$ cat src/rtl/imul_retire_pkg.sv
// Shared constants and entry types for the multiplier retire block.
// Field widths here define both the tracker stages and the writeback FIFO entries.
package imul_retire_pkg;

  localparam int IMUL_RET_DEPTH = 4;
  localparam int IMUL_RET_LAT   = 3;
  localparam int TAG_W          = 9;
  localparam int II_W           = 10;
  localparam int RES_W          = 65;
  localparam int FLG_W          = 6;
  localparam int OCC_W          = 3;

  typedef struct packed {
    logic             vld;
    logic [TAG_W-1:0] tag;
    logic [II_W-1:0]  ii;
    logic             fwr;
  } stage_t;

  typedef struct packed {
    logic [TAG_W-1:0] tag;
    logic [II_W-1:0]  ii;
    logic [RES_W-1:0] res;
    logic [FLG_W-1:0] flg;
    logic             fwr;
  } wb_entry_t;

  // Ops that do not write flags retire with an all-zero flag field.
  function automatic logic [FLG_W-1:0] mask_flg(input logic fwr, input logic [FLG_W-1:0] flg);
    return fwr ? flg : {FLG_W{1'b0}};
  endfunction

endpackage

$ cat src/rtl/imul_retire_if.sv
// Issue, multiplier-result and writeback signals of the retire block.
// master = scheduler/multiplier/writeback side, slave = imul_retire.
interface imul_retire_if;
  import imul_retire_pkg::*;

  logic             clkEn;
  logic             issue_en;
  logic [TAG_W-1:0] issue_tag;
  logic [II_W-1:0]  issue_ii;
  logic             issue_fwr;
  logic [RES_W-1:0] mul_res;
  logic [FLG_W-1:0] mul_flg;
  logic             flush;
  logic             wb_rdy;
  logic             stall;
  logic             wb_vld;
  logic [TAG_W-1:0] wb_tag;
  logic [II_W-1:0]  wb_ii;
  logic [RES_W-1:0] wb_res;
  logic [FLG_W-1:0] wb_flg;
  logic             wb_fwr;
  logic [OCC_W-1:0] occ;

  modport master (
    output clkEn, issue_en, issue_tag, issue_ii, issue_fwr, mul_res, mul_flg, flush, wb_rdy,
    input  stall, wb_vld, wb_tag, wb_ii, wb_res, wb_flg, wb_fwr, occ
  );

  modport slave (
    input  clkEn, issue_en, issue_tag, issue_ii, issue_fwr, mul_res, mul_flg, flush, wb_rdy,
    output stall, wb_vld, wb_tag, wb_ii, wb_res, wb_flg, wb_fwr, occ
  );

endinterface

$ cat src/rtl/imul_ret_fifo.sv
// Writeback FIFO with wrap-around pointers; head entry is read combinationally.
// Flush wins over push/pop; storage is reset so the head reads zero out of reset.
module imul_ret_fifo
  import imul_retire_pkg::*;
#(
  parameter int  DEPTH = IMUL_RET_DEPTH,
  localparam int PTR_W = (DEPTH > 1) ? $clog2(DEPTH) : 1,
  localparam int CNT_W = $clog2(DEPTH + 1)
) (
  input  logic             clk,
  input  logic             rst,
  input  logic             flush,
  input  logic             push,
  input  wb_entry_t        push_data,
  input  logic             pop,
  output wb_entry_t        head,
  output logic [CNT_W-1:0] count
);

  wb_entry_t        mem_r [DEPTH];
  logic [PTR_W-1:0] wr_ptr_r;
  logic [PTR_W-1:0] rd_ptr_r;
  logic [CNT_W-1:0] cnt_r;
  logic             pop_s;
  logic             full_s;

  function automatic logic [PTR_W-1:0] ptr_inc(input logic [PTR_W-1:0] p);
    return (p == PTR_W'(DEPTH - 1)) ? {PTR_W{1'b0}} : p + PTR_W'(1);
  endfunction

  assign pop_s  = pop && (cnt_r != {CNT_W{1'b0}});
  assign full_s = (cnt_r == CNT_W'(DEPTH));

  // Storage, pointers and occupancy count.
  always_ff @(posedge clk or negedge rst) begin
    if (!rst) begin
      for (int i = 0; i < DEPTH; i++) mem_r[i] <= '0;
      wr_ptr_r <= {PTR_W{1'b0}};
      rd_ptr_r <= {PTR_W{1'b0}};
      cnt_r    <= {CNT_W{1'b0}};
    end else if (flush) begin
      wr_ptr_r <= {PTR_W{1'b0}};
      rd_ptr_r <= {PTR_W{1'b0}};
      cnt_r    <= {CNT_W{1'b0}};
    end else begin
      if (push) begin
        mem_r[wr_ptr_r] <= push_data;
        wr_ptr_r        <= ptr_inc(wr_ptr_r);
      end
      if (pop_s) rd_ptr_r <= ptr_inc(rd_ptr_r);
      if (push && !pop_s)      cnt_r <= cnt_r + CNT_W'(1);
      else if (!push && pop_s) cnt_r <= cnt_r - CNT_W'(1);
    end
  end

  assign head  = mem_r[rd_ptr_r];
  assign count = cnt_r;

  imul_ret_fifo_chk u_chk (
    .clk  (clk),
    .rst  (rst),
    .push (push),
    .full (full_s)
  );

endmodule

$ cat src/rtl/imul_ret_fifo_chk.sv
// Simulation checker for the writeback FIFO: a push must never land on a full FIFO.
module imul_ret_fifo_chk (
  input logic clk,
  input logic rst,
  input logic push,
  input logic full
);

  no_push_when_full: assert property (@(posedge clk) disable iff (!rst) !(push && full));

endmodule

$ cat src/rtl/imul_retire.sv
// Tracks multiplier ops through the clkEn-gated pipeline and buffers finished
// results for writeback; stall keeps total occupancy below the FIFO depth.
module imul_retire
  import imul_retire_pkg::*;
#(
  parameter int  DEPTH = IMUL_RET_DEPTH,
  parameter int  LAT   = IMUL_RET_LAT,
  localparam int CNT_W = $clog2(DEPTH + 1)
) (
  input logic          clk,
  input logic          rst,
  imul_retire_if.slave bus
);

  stage_t           stage_r [LAT];
  logic [RES_W-1:0] res_r;
  logic             accept_s;
  logic             push_s;
  logic             pop_s;
  logic             stall_s;
  logic [OCC_W-1:0] occ_s;
  logic [CNT_W-1:0] fifo_cnt_s;
  wb_entry_t        push_data_s;
  wb_entry_t        head_s;

  // Occupancy, stall and the accept/push/pop strobes; flush suppresses all three.
  always_comb begin
    occ_s = OCC_W'(fifo_cnt_s);
    for (int i = 0; i < LAT; i++) occ_s = occ_s + OCC_W'(stage_r[i].vld);
    stall_s  = (occ_s >= OCC_W'(DEPTH - 1));
    accept_s = bus.issue_en && !stall_s && bus.clkEn && !bus.flush;
    push_s   = stage_r[LAT-1].vld && bus.clkEn && !bus.flush;
    pop_s    = (fifo_cnt_s != {CNT_W{1'b0}}) && bus.wb_rdy && !bus.flush;
    push_data_s = '{tag: stage_r[LAT-1].tag,
                    ii:  stage_r[LAT-1].ii,
                    res: res_r,
                    flg: mask_flg(stage_r[LAT-1].fwr, bus.mul_flg),
                    fwr: stage_r[LAT-1].fwr};
  end

  // Tracker shift pipeline; the result is captured as the op moves into the last stage.
  always_ff @(posedge clk or negedge rst) begin
    if (!rst) begin
      for (int i = 0; i < LAT; i++) stage_r[i] <= '0;
      res_r <= {RES_W{1'b0}};
    end else if (bus.flush) begin
      for (int i = 0; i < LAT; i++) stage_r[i].vld <= 1'b0;
    end else if (bus.clkEn) begin
      stage_r[0] <= '{vld: accept_s, tag: bus.issue_tag, ii: bus.issue_ii, fwr: bus.issue_fwr};
      for (int i = 1; i < LAT; i++) stage_r[i] <= stage_r[i-1];
      if (stage_r[LAT-2].vld) res_r <= bus.mul_res;
    end
  end

  imul_ret_fifo #(.DEPTH(DEPTH)) u_fifo (
    .clk       (clk),
    .rst       (rst),
    .flush     (bus.flush),
    .push      (push_s),
    .push_data (push_data_s),
    .pop       (pop_s),
    .head      (head_s),
    .count     (fifo_cnt_s)
  );

  assign bus.stall  = stall_s;
  assign bus.occ    = occ_s;
  assign bus.wb_vld = (fifo_cnt_s != {CNT_W{1'b0}});
  assign bus.wb_tag = head_s.tag;
  assign bus.wb_ii  = head_s.ii;
  assign bus.wb_res = head_s.res;
  assign bus.wb_flg = head_s.flg;
  assign bus.wb_fwr = head_s.fwr;

endmodule

$ cat src/flat_wrapper.sv
// flat-port wrapper written by rule: the top's interface ports become plain ports
module imul_retire_flat import imul_retire_pkg::*;
#(
  parameter int  DEPTH = IMUL_RET_DEPTH,
  parameter int  LAT   = IMUL_RET_LAT,
  localparam int CNT_W = $clog2(DEPTH + 1)
)
  (clk, rst, bus_clkEn, bus_issue_en, bus_issue_tag, bus_issue_ii, bus_issue_fwr, bus_mul_res, bus_mul_flg, bus_flush, bus_wb_rdy, bus_stall, bus_wb_vld, bus_wb_tag, bus_wb_ii, bus_wb_res, bus_wb_flg, bus_wb_fwr, bus_occ);
  imul_retire_if bus_i ();
  input logic clk;
  input logic rst;
  input wire logic [$bits(bus_i.clkEn)-1:0] bus_clkEn;
  input wire logic [$bits(bus_i.issue_en)-1:0] bus_issue_en;
  input wire logic [$bits(bus_i.issue_tag)-1:0] bus_issue_tag;
  input wire logic [$bits(bus_i.issue_ii)-1:0] bus_issue_ii;
  input wire logic [$bits(bus_i.issue_fwr)-1:0] bus_issue_fwr;
  input wire logic [$bits(bus_i.mul_res)-1:0] bus_mul_res;
  input wire logic [$bits(bus_i.mul_flg)-1:0] bus_mul_flg;
  input wire logic [$bits(bus_i.flush)-1:0] bus_flush;
  input wire logic [$bits(bus_i.wb_rdy)-1:0] bus_wb_rdy;
  output wire logic [$bits(bus_i.stall)-1:0] bus_stall;
  output wire logic [$bits(bus_i.wb_vld)-1:0] bus_wb_vld;
  output wire logic [$bits(bus_i.wb_tag)-1:0] bus_wb_tag;
  output wire logic [$bits(bus_i.wb_ii)-1:0] bus_wb_ii;
  output wire logic [$bits(bus_i.wb_res)-1:0] bus_wb_res;
  output wire logic [$bits(bus_i.wb_flg)-1:0] bus_wb_flg;
  output wire logic [$bits(bus_i.wb_fwr)-1:0] bus_wb_fwr;
  output wire logic [$bits(bus_i.occ)-1:0] bus_occ;
  assign bus_i.clkEn = bus_clkEn;
  assign bus_i.issue_en = bus_issue_en;
  assign bus_i.issue_tag = bus_issue_tag;
  assign bus_i.issue_ii = bus_issue_ii;
  assign bus_i.issue_fwr = bus_issue_fwr;
  assign bus_i.mul_res = bus_mul_res;
  assign bus_i.mul_flg = bus_mul_flg;
  assign bus_i.flush = bus_flush;
  assign bus_i.wb_rdy = bus_wb_rdy;
  assign bus_stall = bus_i.stall;
  assign bus_wb_vld = bus_i.wb_vld;
  assign bus_wb_tag = bus_i.wb_tag;
  assign bus_wb_ii = bus_i.wb_ii;
  assign bus_wb_res = bus_i.wb_res;
  assign bus_wb_flg = bus_i.wb_flg;
  assign bus_wb_fwr = bus_i.wb_fwr;
  assign bus_occ = bus_i.occ;
  imul_retire #(.DEPTH(DEPTH), .LAT(LAT)) u_core (.clk(clk), .rst(rst), .bus(bus_i));
endmodule
$ cat config.mk
export PLATFORM = sky130hd
export DESIGN_NAME = imul_retire_flat
export DESIGN_NICKNAME = d
export VERILOG_FILES = /design/src/rtl/imul_retire_pkg.sv /design/src/rtl/imul_retire_if.sv /design/src/rtl/imul_ret_fifo.sv /design/src/rtl/imul_ret_fifo_chk.sv /design/src/rtl/imul_retire.sv /design/src/flat_wrapper.sv
export SDC_FILE = /design/constraint.sdc
export NUM_CORES = 1
export LEC_CHECK = 0
export BUFFER_PORTS_ARGS = -buffer_cell sky130_fd_sc_hd__buf_2
export CAP_MARGIN = 25
export CORE_MARGIN = 2
export CORE_UTILIZATION = 59
export DETAILED_ROUTE_END_ITERATION = 10
export PLACE_DENSITY = 0.79
export RECOVER_POWER = 100
export REMOVE_ABC_BUFFERS = 1
export SKIP_LAST_GASP = 1
export SLEW_MARGIN = 0
export SYNTH_ARGS = -nofsm -noshare
export SYNTH_HDL_FRONTEND = slang
export SYNTH_SLANG_ARGS = --single-unit
$ cat constraint.sdc
create_clock -name clk -period 3.2 [get_ports clk]
set_input_delay 0.32 -clock clk [delete_from_list [all_inputs] [get_ports clk]]
set_output_delay 0.32 -clock clk [all_outputs]
set_load 0.1 [all_outputs]
==> results.toml, run 1 <==
[grt]
grt_max_degree = 83
grt_pass1_vias = 12670
grt_usage_pct = 23.99
antenna_found_initial = 2
grt_pass1_wl_um = 68660
overflow = 0

[power_and_ir_drop]
total_leakage_power_uw = 0.01236
peakVddDrop_v = 0.0006177
p_total_uw = 15730
powerDensity_mw_per_mm2 = 631.9

[placed_design]
io_buffers = 192
routabilityCongestion = 0.7282
dp.cells = 1851
place_area_mm2 = 0.02251
dp_hpwl_um = 25420

[yosys]
yosys_warnings = 0
async_reset_ff_share_pct = 100.0
synth.distinct_cells = 33
ys.flop_type = "dfrtp_1"
synth.cell_area_mm2 = 0.02094
yosys_register_bits = 499
synth_area_per_cell_um2 = 16.75
ys_seq_area_share_pct = 59.64
synth_cells = 1250
synth-edff-count = 0

[sta]
worst_pin_slew_ps = 2194
slew_violations = 204
fin_crit_sh_pct = 96.63
max_clock_freq_mhz = 323.4
fin_skew_ps = 12.53
rsz0062_at_grt = "no"
final.min_clock_period_ps = 3092
setup_viol = 0
finalHoldViolCount = 0
final.setup.tns_ps = 0
relSlewSlack_pct = -46.28

[cts]
root_buffer = "clkbuf_16"
cts-buffers-inserted = 50
post_cts_buffers = 0
clock_latency_ps = 580
cts_buffer_depth = 3
cts_tree = "yes"
htreeDepth = 2
clk_pin_slew_ps = 60
cts_num_sinks = 499

[die]
coreArea_mm2 = 0.03471
start_util_pct = 60.32
die_h_um = 192.4
die_w_um = 192.4
core.rowCount = 68
die_area_mm2 = 0.03701
ios = 193

[detailed_routing]
vias = 11690
dr.pass1.iters = 5
via_per_inst = 5.748
wl_per_cell_um = 20.91
drt-total-wl_um = 42510
drc = 0
ant_nets = 0
initialDrtViolationCount = 544

[finish]
utilization_pct = 71.71
mostFrequentLayoutCell = "dfrtp_1"
final_cells = 2033
nFillCells = 2246
drive_gt1_share_pct = 54.06
final_cell_mix = "497 x dfrtp_1, 451 x mux2_2, 101 x clkbuf_2, 99 x buf_2, 91 x mux4_2"
syn2layout_area_growth_pct = 18.88
final_nets = 1640
final_area_mm2 = 0.02489

[critical_path]
path_max_fanout = 5
cp_top_family = "adder cells"
worstPathRequired_ps = 2880
end_kind = "output port"
max_stage_delay_ps = 500
slowest_stage = "fa_1"
worst_path_most_repeated_cell = "fa_1"
path_cells = "fa_1 > ha_1 > fa_1 > xor2_1 > clkbuf_4"
critPathBufInv = 1
worstSetupStartpointType = "register"
path_class = "register to output port"
worstPathArrival_ps = 2770

[worst_hold_path]
hold_path.class = "input port to register"

[job]
cap_viol_max_count = 4

[status]
violations = "capacitance limit, slew limit"
status = "finished, violations left"
==> what timing repair did <==
action / 4_1_cts / 5_1_grt
setup endpoints to repair: 1 / 2
endpoints found under the hold margin: 153 / 0
resized for setup: 1 / 4
hold buffers: 86 / 0
==> state kept, by name, summed over array words and instances (netlist names) <==
register,cells
u_core.u_fifo.mem_r,364
u_core.stage_r,43
u_core.res_r,65
u_core.push_data_s,20
u_core.u_fifo.wr_ptr_r,2
u_core.u_fifo.count,3
u_core.u_fifo.rd_ptr_r,2
==> worst register-to-register path: stages (launching register included) <==
cell and delay, ps:
dfrtp_1 410, nand2_1 1510, clkbuf_2 570, mux2_2 390
==> per-layer routing <==
metal | track usage, % | up-vias | share of wire, %
met5 | 0 | - | 0
met4 | 7.986 | 0 | 2.3
met3 | 4.274 | 60 | 4.3
met2 | 38.92 | 230 | 49
met1 | 33.27 | 6236 | 44
li1 | - | 5160 | -
==> power by group <==
group          leakage, µW  switching (µW)  internal (µW)
clock             0.000859            2390           3600
combinational      0.00473            1530            881
sequential         0.00677             531           6800
==> path summary, 6_finish.rpt <==
check,start,end,slack (ps),cells after the start
max,u_core.u_fifo.count[0],bus_occ[2],110,5
min,bus_mul_res[19],u_core.res_r[19],50,2
max reg2reg,u_core.stage_r[41],u_core.res_r[33],210,3
min reg2reg,u_core.u_fifo.mem_r[92],u_core.u_fifo.mem_r[92],480,2
max in group asynchronous,rst,u_core.u_fifo.mem_r[267],550,3
min in group asynchronous,rst,u_core.res_r[57],910,2
==> synth_stat cells, drive strengths merged (2+ instances only) <==
| master | number | area share, % |
|---|---|---|
| mux4 | 91 | 9.8 |
| nand3 | 2 | 0.048 |
| nor2 | 7 | 0.13 |
| mux2i | 3 | 0.14 |
| clkbuf | 11 | 0.20 |
| ha | 6 | 0.36 |
| buf | 69 | 2.1 |
| nand2 | 40 | 0.76 |
| xnor2 | 2 | 0.084 |
| o21ai | 27 | 0.65 |
| fa | 3 | 0.29 |
| a21oi | 3 | 0.072 |
| mux2 | 465 | 25 |
| inv | 6 | 0.11 |
| nand2b | 3 | 0.090 |
| xor2 | 2 | 0.084 |
| dfrtp | 499 | 60 |
==> layout make-up <==
class	count	area [µm²]	share of cell area, %
well taps	455	569.3	2.287
multi-input cells	665	7933	31.87
flip-flops and latches	499	12490	50.20
clock inverters	20	202.7	0.8143
clock buffers	74	1515	6.087
diodes	2	5.005	0.02011
inverters	6	22.52	0.09048
repair buffers	312	2150	8.636
==> through the flow <==
step | hold WS (ps) | setup WS (ps)
finish | 46.17 | 108.0
global route | 31.29 | 8.934
CTS | 9.232 | 47.50
detailed placement | 367.5 | 587.1
global placement | 358.3 | 619.8
floorplan | 24.41 | -2878
==> cell families (layout without fill, tap and decap cells) <==
group / after synthesis / after routing / share of synthesized area [%]
fa+ha+maj: 9 / 9 / 0.6454
simple gates: 57 / 57 / 1.231
xor+xnor: 4 / 4 / 0.1673
other cells: 0 / 2 / 0
buf+inv: 86 / 412 / 2.402
compound gates: 36 / 36 / 0.9800
flops: 499 / 499 / 59.64
mux: 559 / 559 / 34.94
No activity file was read; power rests on OpenSTA's default activity.
==> run 2: changes to the inputs <==
--- a/config.mk
+++ b/config.mk
@@ -7,10 +7,9 @@
 export LEC_CHECK = 0
 export BUFFER_PORTS_ARGS = -buffer_cell sky130_fd_sc_hd__buf_2
 export CAP_MARGIN = 25
-export CORE_MARGIN = 2
-export CORE_UTILIZATION = 59
+export CORE_UTILIZATION = 60
 export DETAILED_ROUTE_END_ITERATION = 10
-export PLACE_DENSITY = 0.79
+export PLACE_DENSITY = 0.8
 export RECOVER_POWER = 100
 export REMOVE_ABC_BUFFERS = 1
 export SKIP_LAST_GASP = 1
==> constraint.sdc (replaced) <==
create_clock -name clk -period 3.8 [get_ports clk]
set_input_delay 0.38 -clock clk [delete_from_list [all_inputs] [get_ports clk]]
set_output_delay 0.38 -clock clk [all_outputs]
set_load 0.1 [all_outputs]
==> results.toml, run 2 (synthesized netlist as in run 1, its figures left out) <==
[finish]
final_cell_mix = "498 x dfrtp_1, 450 x mux2_2, 96 x buf_2, 91 x mux4_2, 88 x clkbuf_2"
largest_register_ffs = 364
mostFrequentLayoutCell = "dfrtp_1"
nFillCells = 2335
drive_gt1_share_pct = 54.96
largestRegisters = "u_core.u_fifo.mem_r x364, u_core.res_r x65, u_core.stage_r x43"
utilization_pct = 69.01
final_nets = 1550
final_cells = 1930
syn2layout_area_growth_pct = 13.56
largest-register = "u_core.u_fifo.mem_r"

[detailed_routing]
ant_nets = 0
drt-total-wl_um = 40330
drc = 0
dr.pass1.iters = 4
wl_per_cell_um = 20.90
vias = 11310
initialDrtViolationCount = 496
via_per_inst = 5.858

[grt]
grt_pass1_wl_um = 65760
grt_pass1_vias = 12170
grt_usage_pct = 23.65
overflow = 0
grt_max_degree = 118
antenna_found_initial = 7

[die]
core.rowCount = 68
die_w_um = 188.8
coreArea_mm2 = 0.03446
ios = 193
die_area_mm2 = 0.03565
start_util_pct = 60.77
die_h_um = 188.8

[cts]
cts_buffer_depth = 3
cts-buffers-inserted = 49
htreeDepth = 2
cts_tree = "yes"
clock_latency_ps = 560
root_buffer = "clkbuf_16"
clk_pin_slew_ps = 60
cts_num_sinks = 499
cts.repair.resized = 0

[sta]
fin_skew_ps = 8.410
finalHoldViolCount = 0
max_clock_freq_mhz = 294.7
worst_pin_slew_ps = 2092
final.setup.tns_ps = 0
slew_violations = 203
rsz0062_at_grt = "no"
setup_viol = 0
final.min_clock_period_ps = 3394
relSlewSlack_pct = -39.78
fin_crit_sh_pct = 89.31

[critical_path]
reg2reg_slack_ps = 410
end_kind = "register"
crit_start = "u_core.u_fifo.wr_ptr_r[0]"
r2r-start = "u_core.u_fifo.wr_ptr_r[0]"
path_max_fanout = 43
worstPathArrival_ps = 3840
worstSetupStartpointType = "register"
worstPathRequired_ps = 4240
path_class = "register to register"

[placed_design]
dp.cells = 1847
dp_hpwl_um = 24200
routabilityCongestion = 0.7186
io_buffers = 192

[power_and_ir_drop]
peakVddDrop_v = 0.0005842
p_total_uw = 12880
powerDensity_mw_per_mm2 = 541.7
total_leakage_power_uw = 0.01181

[status]
violations = "capacitance limit, slew limit"
status = "finished, violations left"

[worst_hold_path]
hold_path.class = "input port to register"
hold_start = "bus_mul_res[20]"

[job]
cap_viol_max_count = 5
==> run 2: cell types whose count changed in the layout (fill, tap and decap cells not counted), sizes merged <==
cell,before,now
dlygate4sd3,86,1
clkbuf,185,187
buf,115,103
diode,2,3
inv,6,7
clkinv,15,6
clkinvlp,1,0
==> run 2: path summary, 6_finish.rpt <==
kind,end,cells past startpoint
worst max register to register,u_core.u_fifo.mem_r[117],5
min in group asynchronous,u_core.res_r[46],2
worst min-delay path,u_core.res_r[20],2
worst max-delay path,u_core.u_fifo.mem_r[117],5
max in group asynchronous,u_core.push_data_s[74],4
worst min register to register,u_core.u_fifo.mem_r[1],2
==> run 2: where the power goes <==
| part | switching, µW | internal (µW) | total, µW |
|---|---|---|---|
| logic | 1290 | 656 | 1950 |
| registers | 407 | 5730 | 6130 |
| clock network | 1930 | 2860 | 4800 |
==> run 2: critical path, stage by stage (launching register included) <==
cell and delay [ps]:
dfrtp_1 370, inv_1 100, ha_1 220, nand2_1 1020, buf_2 1090, mux2_2 430
==> run 2: metrics by stage <==
| step | setup WS, ps | hold slack (ps) | area (µm²) |
|---|---|---|---|
| floorplan | -2338 | 84.41 | 20460 |
| global placement | 1175 | 456.7 | 22420 |
| detailed placement | 1134 | 468.3 | 22420 |
| CTS | 519.4 | 7.808 | 24010 |
| global route | 245.6 | 27.12 | 23780 |
| finish | 406.2 | 44.79 | 23780 |
==> run 2: metal layers <==
layer | global-route usage [%] | part of all wire (%) | vias up
li1 | - | - | 4969
met1 | 33.56 | 45 | 6043
met2 | 37.39 | 49 | 225
met3 | 4.638 | 4.7 | 60
met4 | 7.196 | 1.8 | 8
met5 | 0 | 0.12 | -
==> run 2: repair_timing <==
item                      4_1_cts  5_1_grt
buffers inserted                0        0
hold endpoints to repair      109        0
hold buffers                    1        0
==> run 2: layout make-up <==
type,count,area (µm²),share of cell area (%)
clock inverter,11,158.9,0.6682
clock buffer,68,1428,6.004
inverter,6,22.52,0.09471
antenna,3,7.507,0.03157
sequential,499,12490,52.53
timing repair buffer,223,1174,4.936
multi-input combinational,665,7929,33.34
tap,455,569.3,2.394
==> run 3: changes to the inputs <==
--- a/config.mk
+++ b/config.mk
@@ -7,9 +7,9 @@
 export LEC_CHECK = 0
 export BUFFER_PORTS_ARGS = -buffer_cell sky130_fd_sc_hd__buf_2
 export CAP_MARGIN = 25
-export CORE_UTILIZATION = 60
+export CORE_UTILIZATION = 40
 export DETAILED_ROUTE_END_ITERATION = 10
-export PLACE_DENSITY = 0.8
+export PLACE_DENSITY = 0.57
 export RECOVER_POWER = 100
 export REMOVE_ABC_BUFFERS = 1
 export SKIP_LAST_GASP = 1
==> constraint.sdc (replaced) <==
create_clock -name clk -period 3.8 [get_ports clk]
set_input_delay 0.38 -clock clk [delete_from_list [all_inputs] [get_ports clk]]
set_output_delay 0.38 -clock clk [all_outputs]
set_load 0.05 [all_outputs]
==> results.toml, run 3 (synthesized netlist as in run 1, its figures left out) <==
[finish]
drive_gt1_share_pct = 49.97
mostFrequentLayoutCell = "dfrtp_1"
final_nets = 1612
syn2layout_area_growth_pct = 18.39
largest-register = "u_core.u_fifo.mem_r"
utilization_pct = 48.13
final_area_mm2 = 0.02479
final_cell_mix = "497 x dfrtp_1, 451 x mux2_2, 102 x buf_2, 91 x mux4_2, 88 x clkbuf_1"
largest_register_ffs = 364
nFillCells = 4527
largestRegisters = "u_core.u_fifo.mem_r x364, u_core.res_r x65, u_core.stage_r x43"

[status]
violations = "capacitance limit, slew limit"
status = "finished, violations left"

[critical_path]
path_max_fanout = 39
worstPathRequired_ps = 3420
r2r-start = "u_core.stage_r[20]"
slowest_stage = "dfrtp_4"
max_stage_delay_ps = 900
path_class = "register to output port"
worstReg2RegEnd = "u_core.u_fifo.mem_r[232]"
worstSetupStartpointType = "register"
worst_path_most_repeated_cell = "clkbuf_1"
worstPathArrival_ps = 3040
end_kind = "output port"
path_cells = "clkbuf_1 > mux4_2 > clkbuf_1"
reg2reg_slack_ps = 470
ff2ff_path_depth = 4

[die]
die_w_um = 230.8
coreArea_mm2 = 0.05151
die_area_mm2 = 0.05327
die_h_um = 230.8
core.rowCount = 83
start_util_pct = 40.65
ios = 193

[job]
cap_viol_max_count = 5

[sta]
worst_pin_slew_ps = 2564
hold_ws_ps = 40.10
max_clock_freq_mhz = 292.2
fin_skew_ps = 11.88
setup_viol = 0
final.min_clock_period_ps = 3422
finalHoldViolCount = 0
rsz0062_at_grt = "no"
slew_violations = 249
fin_crit_sh_pct = 90.06
relSlewSlack_pct = -71.35
worst_slack_ps = 377.8

[detailed_routing]
ant_nets = 0
drc = 0
vias = 11420
wl_per_cell_um = 20.03
initialDrtViolationCount = 503
drt-total-wl_um = 44630
dr.pass1.iters = 4
via_per_inst = 5.124

[placed_design]
place_area_mm2 = 0.02264
dp_worst_setup_slack_ps = 1155
io_buffers = 192
routabilityCongestion = 0.7245
dp_hpwl_um = 27010

[grt]
overflow = 0
grt_pass1_wl_um = 72280
grt_max_degree = 112
grt_usage_pct = 17.48
antenna_found_initial = 1
grt_pass1_vias = 12500

[cts]
clock_latency_ps = 590
root_buffer = "clkbuf_16"
cts-buffers-inserted = 54
post_cts_buffers = 0
cts.repair.resized = 0
cts_buffer_depth = 3
htreeDepth = 2
hold_buffers = 63
cts_tree = "yes"
cts_num_sinks = 499
clk_pin_slew_ps = 60

[power_and_ir_drop]
total_leakage_power_uw = 0.01198
p_total_uw = 12840
peakVddDrop_v = 0.0003923
powerDensity_mw_per_mm2 = 518.0

[worst_hold_path]
hold_depth = 2
hold_path.class = "input port to register"
holdPathEnd = "u_core.res_r[54]"
hold_start = "bus_mul_res[54]"
## run 3: area by class of cell
cell class	instances	area (µm²)	share of cell area (%)
Antenna cell	1	2.502	0.01009
Clock buffer	79	1575	6.354
Clock inverter	18	163.9	0.6612
Inverter	6	22.52	0.09085
Multi-Input combinational cell	665	7936	32.01
Sequential cell	499	12490	50.40
Tap cell	680	850.8	3.432
Timing Repair Buffer	280	1744	7.036
## run 3: where the power goes
part / switching [µW] / internal (µW) / total, µW / leakage (µW)
clock: 2090 / 3000 / 5090 / 0.000861
combinational: 921 / 682 / 1600 / 0.00435
sequential: 424 / 5730 / 6150 / 0.00677
## run 3: metrics by stage
| stage | TNS (ps) | std cells |
|---|---|---|
| after floorplan | -244000 | 1170 |
| after global placement | 0 | 2067 |
| after detailed placement | 0 | 2067 |
| after CTS | 0 | 2227 |
| after global routing | 0 | 2228 |
| final | 0 | 2228 |
## run 3: worst max-delay path: cells and delay by family, from the launching register on
family   cells  cell delay [ps]
buf+inv      2             1150
flops        1              900
mux          1              390
## run 3: worst max-delay path by stage
| stage | startpoint | endpoint | depth (start not counted) |
|---|---|---|---|
| after detailed placement | bus_flush | u_core.u_fifo.mem_r[334] | 5 |
| after global routing | u_core.u_fifo.rd_ptr_r[0] | bus_wb_ii[5] | 3 |
| after floorplan | bus_flush | u_core.res_r[0] | 3 |
| after CTS | u_core.u_fifo.count[0] | bus_stall | 7 |
| final | u_core.u_fifo.rd_ptr_r[1] | bus_wb_ii[8] | 3 |
| after global placement | bus_flush | u_core.u_fifo.mem_r[307] | 5 |
## run 3: layer usage
layer  vias up  GRT usage, %  share of wire, %
li1       5108             -                 -
met1      6061         25.13                47
met2       184         27.21                47
met3        64         3.063               3.9
met4         0         4.884               1.9
met5         -             0                 0
